### src/rtl/w_store_ctrl.sv
// Residue (W) store sequencer for the online divider. Each enabled iteration
// reads residue j and writes residue j+1, and flags one quotient digit once warm-up is over.
`timescale 1ns/1ps
module w_store_ctrl #(
    parameter int ADDR_WIDTH   = 7,
    parameter int ONLINE_DELAY = 3,
    parameter int MAX_DIGITS   = 2**ADDR_WIDTH - 1 - ONLINE_DELAY
) (
    input  logic                  clk,
    input  logic                  asyn_reset_n,
    input  logic                  start,
    input  logic [ADDR_WIDTH-1:0] num_digits,
    input  logic                  stall,
    input  logic                  abort,
    output logic                  busy,
    output logic                  enable,
    output logic [ADDR_WIDTH-1:0] rd_addr,
    output logic [ADDR_WIDTH-1:0] wr_addr,
    output logic                  q_valid,
    output logic [ADDR_WIDTH-1:0] q_index,
    output logic                  done
);

    localparam logic [ADDR_WIDTH-1:0] ONE       = ADDR_WIDTH'(1);
    localparam logic [ADDR_WIDTH-1:0] DELAY_W   = ADDR_WIDTH'(ONLINE_DELAY);
    localparam logic [ADDR_WIDTH-1:0] MAX_W     = ADDR_WIDTH'(MAX_DIGITS);
    localparam logic [ADDR_WIDTH-1:0] WARM_LAST =
        ADDR_WIDTH'((ONLINE_DELAY == 0) ? 0 : ONLINE_DELAY - 1);

    typedef enum logic [2:0] {
        IDLE   = 3'd0,
        LOAD   = 3'd1,
        WARMUP = 3'd2,
        RUN    = 3'd3,
        DONE   = 3'd4
    } state_t;

    state_t                  state_q, state_d;
    logic [ADDR_WIDTH-1:0]   j_q, j_d;
    logic [ADDR_WIDTH-1:0]   n_q, n_d;
    logic [ADDR_WIDTH-1:0]   t_q, t_d;
    logic [ADDR_WIDTH-1:0]   n_clamped;

    always_ff @(posedge clk or negedge asyn_reset_n) begin
        if (!asyn_reset_n) begin
            state_q <= IDLE;
            j_q     <= '0;
            n_q     <= '0;
            t_q     <= '0;
        end else begin
            state_q <= state_d;
            j_q     <= j_d;
            n_q     <= n_d;
            t_q     <= t_d;
        end
    end

    // Clamping keeps the last write address inside the store, so j+1 never wraps.
    assign n_clamped = (num_digits > MAX_W) ? MAX_W : num_digits;

    always_comb begin
        state_d = state_q;
        j_d     = j_q;
        n_d     = n_q;
        t_d     = t_q;

        busy    = (state_q != IDLE);
        enable  = ((state_q == WARMUP) || (state_q == RUN)) && !stall && !abort;
        q_valid = enable && (state_q == RUN);
        q_index = q_valid ? (j_q - DELAY_W) : '0;
        done    = (state_q == DONE) && !abort;
        rd_addr = j_q;
        wr_addr = j_q + ONE;

        if (enable) begin
            j_d = j_q + ONE;
        end

        case (state_q)
            IDLE: begin
                if (start) begin
                    n_d     = n_clamped;
                    state_d = (n_clamped != '0) ? LOAD : DONE;
                end
            end
            LOAD: begin
                j_d     = '0;
                t_d     = n_q + DELAY_W;
                state_d = (ONLINE_DELAY == 0) ? RUN : WARMUP;
            end
            WARMUP: begin
                if (enable && (j_q == WARM_LAST)) begin
                    state_d = RUN;
                end
            end
            RUN: begin
                if (enable && (j_q == t_q - ONE)) begin
                    state_d = DONE;
                end
            end
            DONE: begin
                j_d     = '0;
                state_d = IDLE;
            end
            default: begin
                j_d     = '0;
                state_d = IDLE;
            end
        endcase

        // Abort outranks stall and every transition above; IDLE ignores it so start wins.
        if (abort && (state_q != IDLE)) begin
            j_d     = '0;
            state_d = IDLE;
        end
    end

endmodule
### config.mk
export PLATFORM = sky130hd
export DESIGN_NAME = w_store_ctrl
export DESIGN_NICKNAME = d
export VERILOG_FILES = /design/src/rtl/w_store_ctrl.sv
export SDC_FILE = /design/constraint.sdc
export NUM_CORES = 1
export LEC_CHECK = 0
export CORE_ASPECT_RATIO = 0.7
export CORE_MARGIN = 2
export CORE_UTILIZATION = 40
export CTS_CLUSTER_SIZE = 16
export DETAILED_ROUTE_END_ITERATION = 7
export PLACE_DENSITY = 0.68
export SYNTH_ARGS = -nofsm -noshare
export SYNTH_HDL_FRONTEND = slang
export SYNTH_SLANG_ARGS = --single-unit
### constraint.sdc
create_clock -name clk -period 2.9 [get_ports clk]
set_input_delay 0.29 -clock clk [delete_from_list [all_inputs] [get_ports clk]]
set_output_delay 0.29 -clock clk [all_outputs]
set_load 0.01 [all_outputs]
# == Word level (Yosys, flattened, before mapping) ==
# Cells that the tools add are included.
# W data, S select, Z words.
# totals
reg_bits,24
word_cells,46
# op_classes
eq_ne,10
n_mux,11
add_sub_neg,4
order_cmp,1
reduce_logical,16
# ops
cell,n
$mux W7,5
$mux W3,5
$pmux W3 S4,1
$ne A3 B1 Y1 const B,3
$add A7 B1 Y7 const B,1
$add A7 B2 Y7 const B,1
$eq A7 B2 Y1 const B,1
$eq A7 B7 Y1,1
$gt A7 B7 Y1 const B,1
$logic_and A1 B1 Y1,7
$reduce_bool A7 Y1,1
$sub A7 B1 Y7 const B,1
$sub A7 B2 Y7 const B,1
$eq A3 B2 Y1 const B,2
$eq A3 B1 Y1 const B,1
$eq A3 B3 Y1 const B,1
$logic_not A3 Y1,1
$ne A3 B3 Y1 const B,1
$reduce_and A3 Y1,1
$reduce_bool A3 Y1,1
$reduce_or A3 Y1,1
$logic_not A1 Y1,2
$reduce_and A2 Y1,1
$logic_or A1 B1 Y1,1

# == Longest topological paths before layout ==
# Gate-level depths: netlist (run 1).
# logic_depth
word_depth,8
depth_mapped,8
depth_no_buf,7

# == Worst setup path after synthesis (run 1) ==
# No wires, ideal clock.
# synth_path
path_type,flip-flop to flip-flop
start,register state_q[1]
end,register state_q[1]
period_less_slack_ns,2.063
setup_ns,0.147
arrival_time_ns,1.916
path_slack_ns,0.837
path_stages_with_launch,9
cell_sequence,dfrtp_1 -> inv_2 -> or4_1 -> buf_2 -> clkinv_4 -> o211ai_2 -> or4_4 -> a211oi_2 -> a2111oi_0
# synth_between
elab_chain_cells,7
# synth_lines
item,line,text
"start, declared",38,"state_t state_q, state_d;"
"start signal, assigned",51,state_q <= state_d;
$eq A3 B2 Y1,68,enable = ((state_q == WARMUP) || (state_q == RUN)) && !stall && !abort;
$logic_or A1 B1 Y1 *,68,
$logic_and A1 B1 Y1 * (2 in a row),68,
net enable,16,"output logic enable,"
$logic_and A1 B1 Y1 (on tied branches),"97, 92",
$ne A3 B1 Y1 (no source line),-,
$reduce_and A3 Y1 (no source line) *,-,
# The timed path passes the listed nets; every way through them passes the cells marked *.
# A chain may end at the register's enable or synchronous reset.

# == Worst setup path after layout (run 1) ==
# layout_path
start,register state_q[1]
end,output q_index[6]
# layout_between
elab_chain_cells,6
# layout_lines
item,line,text
$eq A3 B2 Y1 (on tied branches),"68, 69",
$logic_or A1 B1 Y1,68,
$logic_and A1 B1 Y1 (2 in a row),68,
$logic_and A1 B1 Y1 *,69,q_valid = enable && (state_q == RUN);
$mux W7 *,70,q_index = q_valid ? (j_q - DELAY_W) : '0;
"end, declared",20,"output logic [ADDR_WIDTH-1:0] q_index,"
# Every way passes the cells marked *; elsewhere a longest branch is shown, timed or not.

==> flow_metrics.tcl, run 1 <==
set metrics [dict create \
    status "finished clean" \
    via_per_inst 5.15 \
    synth_xor_area_frac 0.130 \
    finalHoldViolCount 0 \
    synth_top_family_by_area "simple AND/OR/NAND/NOR gates" \
    crit_buf_inv 3 \
    n_antenna_cell 0 \
    end_kind "primary output" \
    ctsHoldBuffers 0 \
    path_max_fanout 8 \
    critPathKind "reg2out" \
    cts_buffers 3 \
    root_buffer "clkbuf_8" \
    place_inst 268 \
    area.growth.synth_to_final_pct 30.1 \
    avgSynthCellArea_sq_um 8.83 \
    syn_nets 199 \
    cts_tree "done" \
    ant_nets 0 \
    ir_worst_vdd_mv 0.372 \
    crit_chain "inv_2 > or4_1 > clkinv_4 > nand2_1 > a21oi_1 > clkdlybuf4s50_1" \
    worstMarginPinSlew_ns 0.580 \
    antenna_found_initial 0 \
    fin_nets 237 \
    required_ns 2.61 \
    syn_inst 183 \
    fmax_mhz 367 \
    synth_area_leaders "dfrtp_1, xnor2_1, xor2_1" \
    crit_path_start_kind "register" \
    fp-row-count 19 \
    power_mw 1.57 \
    ys_seq_area_frac 0.372 \
    synthDistinctLibCells 47 \
    first_iter_violations 95 \
    cts_sinks 24 \
    ys_warn_count 0 \
    clk_latency_ns 0.27 \
    grt_max_degree 25 \
    initial_core_util 0.414 \
    fin_cells 272 \
    whs_ns 0.363 \
    postCtsResizedCells 0 \
    crit_slowest_cell "or4_1" \
    dieArea_sq_um 4570 \
    synth.area.mux_share 0.0411 \
    clock_path_buffers 2 \
    drive_above_1_share 0.105 \
    yosys.area_share.simple 0.227 \
    synth_fa_ha_area_frac 0.0310 \
    htreeDepth 1 \
    post_cts_buffers 0 \
    synth_top_area_share 0.372 \
    post-dp-hpwl_um 2790 \
    multi_input_area_sq_um 945 \
    core_sq_um 3900 \
    place_ws_ns 0.194 \
    nFillCells 396 \
    cellLeakagePower_nw 0.878 \
    finalCriticalPeriod_ns 2.72 \
    hold_class "in2async" \
    fin_worst_skew_ns 0.00602 \
    drv_slew 0 \
    max_stage_delay_ns 0.64 \
    die_w_um 80.0 \
    ios 37 \
    dr_total_vias 1402 \
    place.gp.congestion 0.803 \
    crit_family "simple AND/OR/NAND/NOR gates" \
    synth_area_sq_um 1620 \
    synth_compound_area_frac 0.156 \
    worstPathArrival_ns 2.43 \
    period_share 0.939 \
    die_h_um 57.2 \
    seq_area_sq_um 601 \
    grt_pass1_vias 1309 \
    setup_slack_ns 0.176 \
    gr-total-overflow 0 \
    fin_tns_setup_ns 0 \
    first_pass_iters 4 \
    rsz0062_at_grt "no" \
    grt_first_pass_wirelength_um 6380 \
    drv_cap 0 \
    wl_um 3680 \
    powerDensity_nw_per_um2 745 \
    gr-usage-all-layers 0.179 \
    synth_edf_count 0 \
    portBuffers 36 \
    ys_seq_elements 24 \
    async_flop_share 1.00 \
    drcViolationCount 0 \
    synth_top_area_cell "dfrtp_1" \
    synth_top_flop_cell "dfrtp_1" \
    wl_per_cell_um 13.5 \
    setup_violations 0 \
    clk_pin_slew_ns 0.09 \
    slew-limit-headroom 0.612 \
]
-- logic make-up after synthesis --
logic type,count (synthesis)
and+or+nand+nor,70
AOI/OAI and AO/OA,38
xor gates and xnor gates,24
DFF,24
buffers and inverters,17
muxes,6
adders and majority gates,4
-- stage by stage --
step                 util  area, sq um
finish              0.539         2100
global route        0.539         2100
CTS                 0.539         2100
detailed placement  0.525         2050
global placement    0.525         2050
floorplan               -         1620
-- final timing paths --
kind,end,slack (ns),cells past startpoint,from
setup / recovery,q_index[6],0.18,6,state_q[1]
hold / removal,rd_addr[0],0.36,2,asyn_reset_n
setup reg to reg,state_q[1],0.59,7,state_q[1]
hold reg to reg,n_q[6],0.54,1,n_q[6]
max in group asynchronous,rd_addr[2],2.30,2,asyn_reset_n
min in group clk,n_q[6],0.54,1,n_q[6]
-- cells in the final DEF, fill, tap and decap left out, types with 5 or more instances in the layout --
cell type and count:
inv_1 7, xnor2_1 13, nand2_1 17, nor3_1 5
mux2_2 5, dfrtp_1 24, clkdlybuf4s50_1 36, a21oi_1 5
o21ai_0 14, nor2_1 20, buf_4 5, xor2_1 11
-- Yosys cell counts (all sizes together), types with 2 or more instances --
library cell and n:
dfrtp 24, nor2 20, nand2 17, o21ai 14, xnor2 13, xor2 11, inv 8, clkbuf 7
a21oi 5, mux2 5, nor3 5, a31oi 4, ha 4, nand3 4, or3 4, nor2b 3
or4 3, a211oi 2, a22o 2, nand2b 2, nand3b 2, o211ai 2, o21bai 2, or2b 2
-- sequential cells by signal, summed over array words and instances, names as in the netlist --
| signal | count |
|---|---|
| n_q | 7 |
| state_q | 3 |
| rd_addr | 7 |
| t_q | 7 |
-- per-layer routing --
| metal | track usage | wire length, um |
|---|---|---|
| met3 | 0.0427 | 135 |
| met1 | 0.286 | 2030 |
| met5 | 0 | 0 |
| met4 | 0.0363 | 25 |
| met2 | 0.244 | 1490 |
-- cell type report --
cell class | count | share of cell area
sequential | 24 | 0.286
inverter | 9 | 0.0185
clock buffer | 4 | 0.0262
tap | 52 | 0.0310
timing repair buffer | 41 | 0.189
multi-input combinational | 142 | 0.449
-- power breakdown --
group | total, mW | internal (mW) | leakage [nW] | switching, mW
logic | 0.717 | 0.357 | 0.543 | 0.360
clock network | 0.232 | 0.121 | 0.0288 | 0.110
registers | 0.617 | 0.451 | 0.307 | 0.166
total | 1.57 | 0.930 | 0.878 | 0.636
Power figures use the tool's default switching activity.
==> inputs of run 2 (changes only) <==
--- a/config.mk
+++ b/config.mk
@@ -8,6 +8,7 @@
 export CORE_ASPECT_RATIO = 0.7
 export CORE_MARGIN = 2
 export CORE_UTILIZATION = 40
+export CTS_CLUSTER_DIAMETER = 120
 export CTS_CLUSTER_SIZE = 16
 export DETAILED_ROUTE_END_ITERATION = 7
 export PLACE_DENSITY = 0.68
==> results of run 2 <==
No change in the layout: final DEF, timing and power equal those of run 1.
==> inputs of run 3 (changes only) <==
--- a/config.mk
+++ b/config.mk
@@ -7,11 +7,11 @@
 export LEC_CHECK = 0
 export CORE_ASPECT_RATIO = 0.7
 export CORE_MARGIN = 2
-export CORE_UTILIZATION = 40
+export CORE_UTILIZATION = 50
 export CTS_CLUSTER_DIAMETER = 120
 export CTS_CLUSTER_SIZE = 16
 export DETAILED_ROUTE_END_ITERATION = 7
-export PLACE_DENSITY = 0.68
+export PLACE_DENSITY = 0.82
 export SYNTH_ARGS = -nofsm -noshare
 export SYNTH_HDL_FRONTEND = slang
 export SYNTH_SLANG_ARGS = --single-unit
==> run 3 against run 2 <==
  * Via count up 3.6%
  * Global-route usage increased by 4.7 points
  * Largest cell class unchanged
  * Clock power is essentially flat
  * Final area shrank 1.2%
  * Maximum frequency fell by 2.1%
  * Register-to-register slack barely moved
  * Die area fell by 19%
  * Flip-flop and latch count did not move
  * First-iteration DRC count rose by 4.2%
==> flow_metrics.tcl, run 3 (synthesis results as in run 1) <==
set metrics [dict create \
    cts_sinks 24 \
    grt_first_pass_wirelength_um 6530 \
    drv_cap 0 \
    hold_class "in2async" \
    cellLeakagePower_nw 0.872 \
    finalHoldViolCount 0 \
    fp-row-count 17 \
    postCtsResizedCells 0 \
    gr-usage-all-layers 0.225 \
    powerDensity_nw_per_um2 760 \
    crit_buf_inv 1 \
    clkPwrFrac 0.148 \
    slew-limit-headroom 0.614 \
    place.gp.congestion 0.848 \
    fmax_mhz 359 \
    wl_per_cell_um 14.7 \
    place_ws_ns 0.214 \
    worstMarginPinSlew_ns 0.577 \
    portBuffers 36 \
    rsz0062_at_grt "no" \
    clk_pin_slew_ns 0.09 \
    core_sq_um 3130 \
    n_antenna_cell 0 \
    switching_share 0.411 \
    ir_worst_vdd_mv 0.495 \
    fin_worst_skew_ns 0.00472 \
    power_frac_comb 0.462 \
    ctsHoldBuffers 0 \
    die_w_um 71.9 \
    path_max_fanout 10 \
    drcViolationCount 0 \
    htreeDepth 1 \
    via_per_inst 5.65 \
    p_int_mw 0.930 \
    fin_cells 257 \
    antenna_found_initial 0 \
    drive_above_1_share 0.100 \
    cts_buffers 3 \
    cts_tree "done" \
    setup_slack_ns 0.118 \
    post_cts_buffers 0 \
    crit_path_start_kind "register" \
    clock_path_buffers 2 \
    multi_input_area_sq_um 945 \
    gr-total-overflow 0 \
    ios 37 \
    end_kind "primary output" \
    p_switching_mw 0.650 \
    final_util 0.664 \
    final_cell_mix "clkdlybuf4s50_1, dfrtp_1, nor2_1" \
    dieArea_sq_um 3710 \
    area.growth.synth_to_final_pct 28.6 \
    place_inst 253 \
    nFillCells 258 \
    crit_slowest_cell "or4_1" \
    dr_total_vias 1453 \
    period_share 0.959 \
    finalCriticalPeriod_ns 2.78 \
    first_pass_iters 4 \
    grt_max_degree 25 \
    drv_slew 0 \
    setup_violations 0 \
    post-dp-hpwl_um 2740 \
    max_stage_delay_ns 0.65 \
    first_iter_violations 99 \
    pwr-share-seq 0.391 \
    crit_chain "or4_1 > or3_1 > a21oi_1 > clkdlybuf4s50_1" \
    ant_nets 0 \
    crit_family "simple AND/OR/NAND/NOR gates" \
    status "finished clean" \
    die_h_um 51.6 \
    fin_tns_setup_ns 0 \
    grt_pass1_vias 1355 \
    fin_nets 236 \
    wl_um 3790 \
    initial_core_util 0.517 \
    critPathKind "reg2out" \
    clk_latency_ns 0.27 \
    seq_area_sq_um 601 \
    root_buffer "clkbuf_8" \
    final_common_cell "clkdlybuf4s50_1" \
    required_ns 2.61 \
    worstPathArrival_ns 2.49 \
]
-- run 3: power by group through the flow --
stage	Sequential (mW)	Clock, mW	Combinational, mW
after global routing	0.642	0.250	0.818
final	0.617	0.233	0.729
after floorplan	0.570	0	0.541
after CTS	0.615	0.234	0.731
after detailed placement	0.621	0	0.713
after global placement	0.621	0	0.698
-- run 3: cell type report --
| class | count | share of cell area |
|---|---|---|
| inverter | 9 | 0.0187 |
| tap | 38 | 0.0229 |
| sequential | 24 | 0.289 |
| clock buffer | 4 | 0.0265 |
| timing repair buffer | 40 | 0.188 |
| multi-input combinational | 142 | 0.455 |
-- run 3: per-stage QoR --
step | total power [mW] | hold WS [ns] | cell area, sq um
3_5_place_dp | 1.33 | 0.524 | 2020
2_1_floorplan | 1.11 | -0.00559 | 1620
3_3_place_gp | 1.32 | 0.522 | 2020
4_1_cts | 1.58 | 0.384 | 2080
5_1_grt | 1.71 | 0.432 | 2080
6_report | 1.58 | 0.370 | 2080
-- run 3: final timing paths --
path	startpoint	to	slack, ns	cells after the start
min	asyn_reset_n	rd_addr[0]	0.37	2
min in group clk	t_q[4]	t_q[4]	0.55	2
min reg2reg	t_q[4]	t_q[4]	0.55	2
max	rd_addr[4]	q_index[6]	0.12	4
max in group asynchronous	asyn_reset_n	t_q[6]	2.29	2
max reg2reg	state_q[1]	state_q[1]	0.59	7
-- run 3: per-layer routing --
layer  up-vias  global-route usage  wire length (um)
li1        709                   -                 -
met1       704               0.341              1900
met2        34               0.338              1670
met3         6              0.0426               174
met4         0              0.0440                48
met5         -                   0                 0
